--- config.mk ---
export PLATFORM = sky130hd
export DESIGN_NAME = alu_ctrl
export DESIGN_NICKNAME = d
export VERILOG_FILES = /design/src/rtl/alu_ctrl_pkg.sv /design/src/rtl/alu_ctrl_regfile.sv /design/src/rtl/alu_ctrl.sv
export SDC_FILE = /design/constraint.sdc
export NUM_CORES = 1
export LEC_CHECK = 0
export CAP_MARGIN = 30
export CORE_MARGIN = 1.5
export CORE_UTILIZATION = 52
export CTS_CLUSTER_DIAMETER = 80
export DETAILED_ROUTE_END_ITERATION = 7
export PLACE_DENSITY = 0.84
export SYNTH_ARGS = -nofsm -noshare
export SYNTH_HDL_FRONTEND = slang
export SYNTH_SLANG_ARGS = --single-unit
--- constraint.sdc ---
create_clock -name clk -period 2.4 [get_ports clk]
set_input_delay 0.48 -clock clk [delete_from_list [all_inputs] [get_ports clk]]
set_output_delay 0.48 -clock clk [all_outputs]
set_load 0.02 [all_outputs]
--- src/rtl/alu_ctrl_pkg.sv ---
// alu_ctrl shared definitions: opcodes, FSM states, ALU select codes.
// Imported by the controller top and its register file.
package alu_ctrl_pkg;

  localparam logic [1:0] OP_LOAD = 2'b00;
  localparam logic [1:0] OP_EXEC = 2'b01;
  localparam logic [1:0] OP_READ = 2'b10;
  localparam logic [1:0] OP_RSVD = 2'b11;

  typedef enum logic [1:0] {
    ST_IDLE = 2'd0,
    ST_EXEC = 2'd1,
    ST_RESP = 2'd2
  } state_t;

  localparam logic [4:0] SEL_ADD = 5'b00000;
  localparam logic [4:0] SEL_INC = 5'b00001;
  localparam logic [4:0] SEL_DEC = 5'b00010;
  localparam logic [4:0] SEL_LSH = 5'b00011;
  localparam logic [4:0] SEL_AND = 5'b10000;
  localparam logic [4:0] SEL_OR  = 5'b10100;
  localparam logic [4:0] SEL_XOR = 5'b11000;
  localparam logic [4:0] SEL_NOT = 5'b11100;

endpackage

--- src/rtl/alu_ctrl_regfile.sv ---
// NREG x 4-bit register file: one sync write port,
// two combinational read ports, sync reset to zero.
module alu_ctrl_regfile #(
  parameter int NREG = 4,
  parameter int IW   = (NREG > 1) ? $clog2(NREG) : 1
) (
  input  logic          clk,
  input  logic          rst,
  input  logic          we,
  input  logic [IW-1:0] waddr,
  input  logic [3:0]    wdata,
  input  logic [IW-1:0] raddr_a,
  input  logic [IW-1:0] raddr_b,
  output logic [3:0]    rdata_a,
  output logic [3:0]    rdata_b
);

  logic [NREG-1:0][3:0] mem;

  always_ff @(posedge clk) begin
    if (rst) begin
      mem <= '0;
    end else if (we) begin
      mem[waddr] <= wdata;
    end
  end

  assign rdata_a = mem[raddr_a];
  assign rdata_b = mem[raddr_b];

endmodule

--- src/rtl/alu_ctrl.sv ---
// Operand/issue controller for the 4-bit ALU: one command in flight,
// EXEC writes the ALU result back with carry/zero flags.
module alu_ctrl
  import alu_ctrl_pkg::*;
#(
  parameter int NREG = 4,
  parameter int IW   = (NREG > 1) ? $clog2(NREG) : 1
) (
  input  logic          clk,
  input  logic          rst,
  input  logic          cmd_valid,
  output logic          cmd_ready,
  input  logic [1:0]    cmd_op,
  input  logic [4:0]    cmd_sel,
  input  logic          cmd_cin,
  input  logic [IW-1:0] cmd_ra,
  input  logic [IW-1:0] cmd_rb,
  input  logic [IW-1:0] cmd_rd,
  input  logic [3:0]    cmd_imm,
  output logic [3:0]    alu_a,
  output logic [3:0]    alu_b,
  output logic [4:0]    alu_s,
  output logic          alu_cin,
  input  logic [4:0]    alu_c,
  output logic          rsp_valid,
  input  logic          rsp_ready,
  output logic [4:0]    rsp_data,
  output logic          rsp_err,
  output logic          flag_c,
  output logic          flag_z
);

  state_t        state;
  state_t        state_d;
  logic [IW-1:0] rd_q;
  logic [3:0]    ra_data;
  logic [3:0]    rb_data;
  logic          accept;
  logic          in_exec;
  logic          we;
  logic [IW-1:0] waddr;
  logic [3:0]    wdata;

  assign cmd_ready = (state == ST_IDLE) && !rst;
  assign accept    = cmd_valid && cmd_ready;
  assign rsp_valid = (state == ST_RESP);
  assign in_exec   = (state == ST_EXEC);

  // LOAD writes at accept, EXEC writes at end of its cycle
  assign we    = (accept && cmd_op == OP_LOAD) || in_exec;
  assign waddr = in_exec ? rd_q : cmd_rd;
  assign wdata = in_exec ? alu_c[3:0] : cmd_imm;

  alu_ctrl_regfile #(
    .NREG (NREG),
    .IW   (IW)
  ) u_rf (
    .clk     (clk),
    .rst     (rst),
    .we      (we),
    .waddr   (waddr),
    .wdata   (wdata),
    .raddr_a (cmd_ra),
    .raddr_b (cmd_rb),
    .rdata_a (ra_data),
    .rdata_b (rb_data)
  );

  always_ff @(posedge clk) begin
    if (rst) begin
      state <= ST_IDLE;
    end else begin
      state <= state_d;
    end
  end

  always_comb begin
    state_d = state;
    unique case (1'b1)
      (state == ST_IDLE): begin
        if (accept) begin
          state_d = (cmd_op == OP_EXEC) ? ST_EXEC : ST_RESP;
        end
      end
      (state == ST_EXEC): state_d = ST_RESP;
      (state == ST_RESP): begin
        if (rsp_ready) begin
          state_d = ST_IDLE;
        end
      end
      default: state_d = ST_IDLE;
    endcase
  end

  always_ff @(posedge clk) begin
    if (rst) begin
      alu_a    <= '0;
      alu_b    <= '0;
      alu_s    <= '0;
      alu_cin  <= 1'b0;
      rd_q     <= '0;
      rsp_data <= '0;
      rsp_err  <= 1'b0;
      flag_c   <= 1'b0;
      flag_z   <= 1'b0;
    end else begin
      if (accept) begin
        unique case (cmd_op)
          OP_LOAD: rsp_data <= {1'b0, cmd_imm};
          OP_READ: rsp_data <= {1'b0, ra_data};
          OP_EXEC: begin
            alu_a   <= ra_data;
            alu_b   <= rb_data;
            alu_s   <= cmd_sel;
            alu_cin <= cmd_cin;
            rd_q    <= cmd_rd;
          end
          default: begin
            rsp_err  <= 1'b1;
            rsp_data <= '0;
          end
        endcase
      end
      if (in_exec) begin
        rsp_data <= alu_c;
        flag_c   <= alu_c[4];
        flag_z   <= (alu_c[3:0] == 4'd0);
      end
      if (rsp_valid && rsp_ready) begin
        rsp_err <= 1'b0;
      end
    end
  end

endmodule

Yosys cells after proc, flatten, opt, wreduce, memory -nomap -nowiden:

Index checks and enable logic that the tools add are counted.

* multiplexer cells: 16
* bitwise gates (word level): 1
* magnitude comparators: 4
* equal/unequal tests: 7
* reduce and logical (&&, ||, !) cells: 17

Operators with widths (number)
* $bmux 4 s2: 2
* $bwmux 16: 1
* $mux 4: 4
* $pmux 5 s3: 1
* $mux 5: 2
* $lt 2x3->1 const B: 3
* $demux 4 s2: 1
* $mux 2: 4
* $reduce_and 2->1: 4
* $pmux 2 s3: 1
* $logic_and 1x1->1: 5
* $eq 2x1->1 const B: 2
* $eq 2x2->1 const B: 2
* $logic_not 2->1: 2
* $logic_not 4->1: 1
* $ne 2x2->1 const B: 2
* $reduce_or 3->1: 1
* $ge 2x1->1 const B: 1
* $ne 2x1->1 const B: 1
* $reduce_bool 2->1: 1
* $reduce_or 2->1: 1
* $logic_not 1->1: 1
* $logic_or 1x1->1: 1
* $not 1->1: 1

* output and inout bits: 24
* flip-flop bits (word level): 42

Longest topological paths before layout:

* depth after elaboration: 7
* gate-level depth with buffers: 8
* depth with buffers taken out: 5

Hierarchy:

A second synthesis with hierarchy kept.

* cells, all modules: 218
* area, all modules: 2134.5 um^2

Modules (own cells, without submodules)
* alu_ctrl: area each 1265.0 um^2, seq. area each 520.5 um^2, cells an instance 152, instances 1
* alu_ctrl_regfile: area each 869.6 um^2, seq. area each 320.3 um^2, cells an instance 66, instances 1

Worst setup path before layout:

Ideal clock, no wire load.

* path kind: in2out
* from: input rst
* to: output cmd_ready
* path slack: 622 ps
* stages: 3
* data required time: 1920 ps
* arrival time: 1298 ps
* cells stage by stage: clkbuf_1 clkbuf_1 nor3_1

* longest elaborated chain between the ends: 2

RTL lines
* from (decl): RTL line alu_ctrl.sv:10 `input logic rst,`
* $logic_not 1->1: RTL line alu_ctrl.sv:44 `assign cmd_ready = (state == ST_IDLE) && !rst;`
* $logic_and 1x1->1: RTL line alu_ctrl.sv:44
* to (decl): RTL line alu_ctrl.sv:12 `output logic cmd_ready,`

No other way between the ends.

Worst setup path in the final report:

Ends and elaborated chain as after synthesis.

==> impl_metrics.yaml <==
hold_path:
  hp-class: "reg -> reg"
  worstHoldEndpoint: "alu_b[0]"
  hp-start: "alu_b[0]"
  holdPathStages: 2
synth:
  ys_ff_latch: 42
  ys.warnings.count: 0
  ys_seq_area_share_pct: 41.15
  ys.flop_type: "dfxtp_1"
  yosysMostFrequentCell: "dfxtp_1"
  synth_common_cells: "dfxtp_1, nand2_1, a21oi_1, inv_1, o21ai_0"
  synth_cells: 239
  synth.largest_area_cell: "dfxtp_1"
  syn_area_um2: 2043
  synth_edf_count: 0
  synth_top_area_share_pct: 41.15
  synth_area_leaders: "dfxtp_1, nand2_1, o32ai_1, mux2i_1, a21oi_1"
  synthArstFlopShare_pct: 0
  avgSynthCellArea_um2: 8.549
  yosys.cell_types.count: 30
  syn_nets: 266
floorplanning:
  num_rows: 22
  dieWidth_um: 65.69
  die_area_um2: 4315
  core_um2: 3716
  die_h_um: 65.69
  io_pins: 51
  initial_core_util_pct: 54.98
power:
  leakagePower_uw: 0.0009211
  powerDensity_nw_per_um2: 582.0
  vdd_ir_drop_max_uv: 422.6
timing:
  finalSetupViolations: 0
  finalClockSkew_ps: 9.455
  period_needed_ps: 2192
  rsz0062_at_grt: "false"
  hold_violations: 0
  tightest_slew_ps: 476.9
  slew_headroom_pct: 67.30
  whs_ps: 456.1
  final_max_slew_viol_count: 0
  min_period_over_period_pct: 91.33
  timing.fmax_mhz: 456.2
  finalSetupTns_ps: 0
setup_path:
  crit_required_ps: 1920
  cp.depth: 3
  crit_arrival_ps: 1710
  critPathKind: "in -> out"
  cp_cell_sequence: "clkdlybuf4s50_1 > nor3_1 > clkdlybuf4s50_1"
  crit_family: "buffers and inverters"
  slowest_delay_ps: 620
  critical_path.endpoint_type: "primary output"
  reg2regPathDepth: 4
  timing.critical_path.mode_cell: "clkdlybuf4s50_1"
  r2r-end: "u_rf.mem[4]"
  crit_buf_inv: 2
  r2r_setup_slack_ps: 510
  start_kind: "input port"
  cp_slowest_cell: "clkdlybuf4s50_1"
  cp_max_fo: 4
  timing.rr.start: "state[0]"
clocking:
  clk_pin_slew_ps: 80
  htree_levels: 2
  cts_tree: "built"
  cts_post_setup_buffers_inserted: 0
  hold_buffers: 0
  cts.repair.resized: 0
  clockBufferDepth: 2
  cts_sinks: 42
  cts_root_buf: "clkbuf_8"
  insertion_delay_ps: 300
  numCtsBuffers: 5
placement:
  place_congestion: 0.8881
  io_buffers: 50
  dp_hpwl_um: 3804
grt:
  overflow: 0
  grt_pass1_wl_um: 8466
  antenna_found_initial: 0
  gr-usage-all-layers_pct: 25.66
  grt_pass1_vias: 1896
  grt_max_degree: 28
drt:
  drc: 0
  vias: 1913
  routed_via_density: 5.626
  drt_pass1_iterations: 4
  wl_um: 5126
  initialDrtViolationCount: 124
  final_antenna_net_count: 0
  routedWlPerCell_um: 15.08
layout:
  n_antenna_cell: 0
  fin_nets: 318
  area_delta_synth_final_pct: 34.41
  num-fill-cells: 292
  layout-drive-gt1-share_pct: 9.247
flow_run:
  cap_violations: 0
outcome:
  status: "finished clean"
report_power, final:
part           internal [uW]  total (uW)  leakage, uW  switching [uW]
clock                    444         687    0.0000714             243
sequential               709         718     0.000339            9.60
combinational           97.2         194     0.000510            96.4
total                   1250        1600     0.000921             349
flip-flops by register name (all words and copies together), names as in the netlist:
register / flops
u_rf.mem: 16
alu_s: 5
flag_z: 1
rsp_err: 1
alu_b: 4
state: 2
flag_c: 1
rd_q: 2
alu_cin: 1
alu_a: 4
rsp_data: 5
cell type report:
cell class | instances | area (um2) | share of cell area, %
Multi-Input combinational cell | 162 | 1047 | 38.13
Sequential cell | 42 | 840.8 | 30.62
Timing Repair Buffer | 60 | 575.6 | 20.96
Clock buffer | 6 | 82.58 | 3.007
Inverter | 20 | 80.08 | 2.916
Clock inverter | 2 | 60.06 | 2.187
Tap cell | 48 | 60.06 | 2.187
metrics by stage:
step | std cells | util (%) | power [uW] | setup WS (ps) | instance area [um2]
6_report | 340 | 73.91 | 1598 | 208.0 | 2746
4_1_cts | 340 | 73.91 | 1602 | 200.5 | 2746
2_1_floorplan | 239 | - | 830.8 | 621.8 | 2043
3_5_place_dp | 332 | 70.07 | 925.2 | 127.0 | 2604
3_3_place_gp | 332 | 70.07 | 920.9 | 170.6 | 2604
5_1_grt | 340 | 73.91 | 1647 | 168.2 | 2746
how the worst max path moves through the flow:
stage | from | to | slack (ps)
global route | rst | cmd_ready | 170
global placement | rst | alu_a[1] | 170
CTS | rst | cmd_ready | 200
floorplan | rst | cmd_ready | 620
detailed placement | rst | u_rf.mem[3] | 130
finish | rst | cmd_ready | 210
cell usage in the layout (no fill, tap or decap), types with 4 or more instances in the layout:
| cell | netlist | layout |
|---|---|---|
| mux2i_1 | 10 | 10 |
| buf_4 | 0 | 10 |
| inv_1 | 19 | 19 |
| nand2b_1 | 6 | 6 |
| o22ai_1 | 4 | 4 |
| a22o_1 | 4 | 4 |
| o32ai_1 | 16 | 16 |
| or4bb_1 | 4 | 4 |
| a21oi_1 | 19 | 19 |
| nor2_1 | 11 | 11 |
| dfxtp_1 | 42 | 42 |
| nand2_1 | 39 | 39 |
| mux4_2 | 4 | 4 |
| clkbuf_8 | 0 | 6 |
| a31oi_1 | 5 | 5 |
| clkdlybuf4s50_1 | 0 | 50 |
| o21ai_0 | 18 | 18 |
| nor2b_1 | 10 | 10 |
kinds of logic after synthesis:
| kind of cell | Yosys count | share of synthesized area [%] |
|---|---|---|
| buffers and inverters | 35 | 7.593 |
| DFF | 42 | 41.15 |
| muxes | 15 | 9.859 |
| AOI/OAI and AO/OA | 70 | 22.41 |
| and+or+nand+nor | 77 | 18.98 |
routing by layer:
layer	GRT usage, %	wire length (um)
met5	0	0
met4	9.896	64
met3	7.363	287
met2	45.08	2599
met1	29.13	2174
worst reg2reg max path, delay by kind of cell (launching register included):
kind	cells	cell delay [ps]
AOI/OAI and AO/OA	1	260
DFF	1	540
muxes	1	490
and+or+nand+nor	2	500
(Power assumes the default switching activity.)
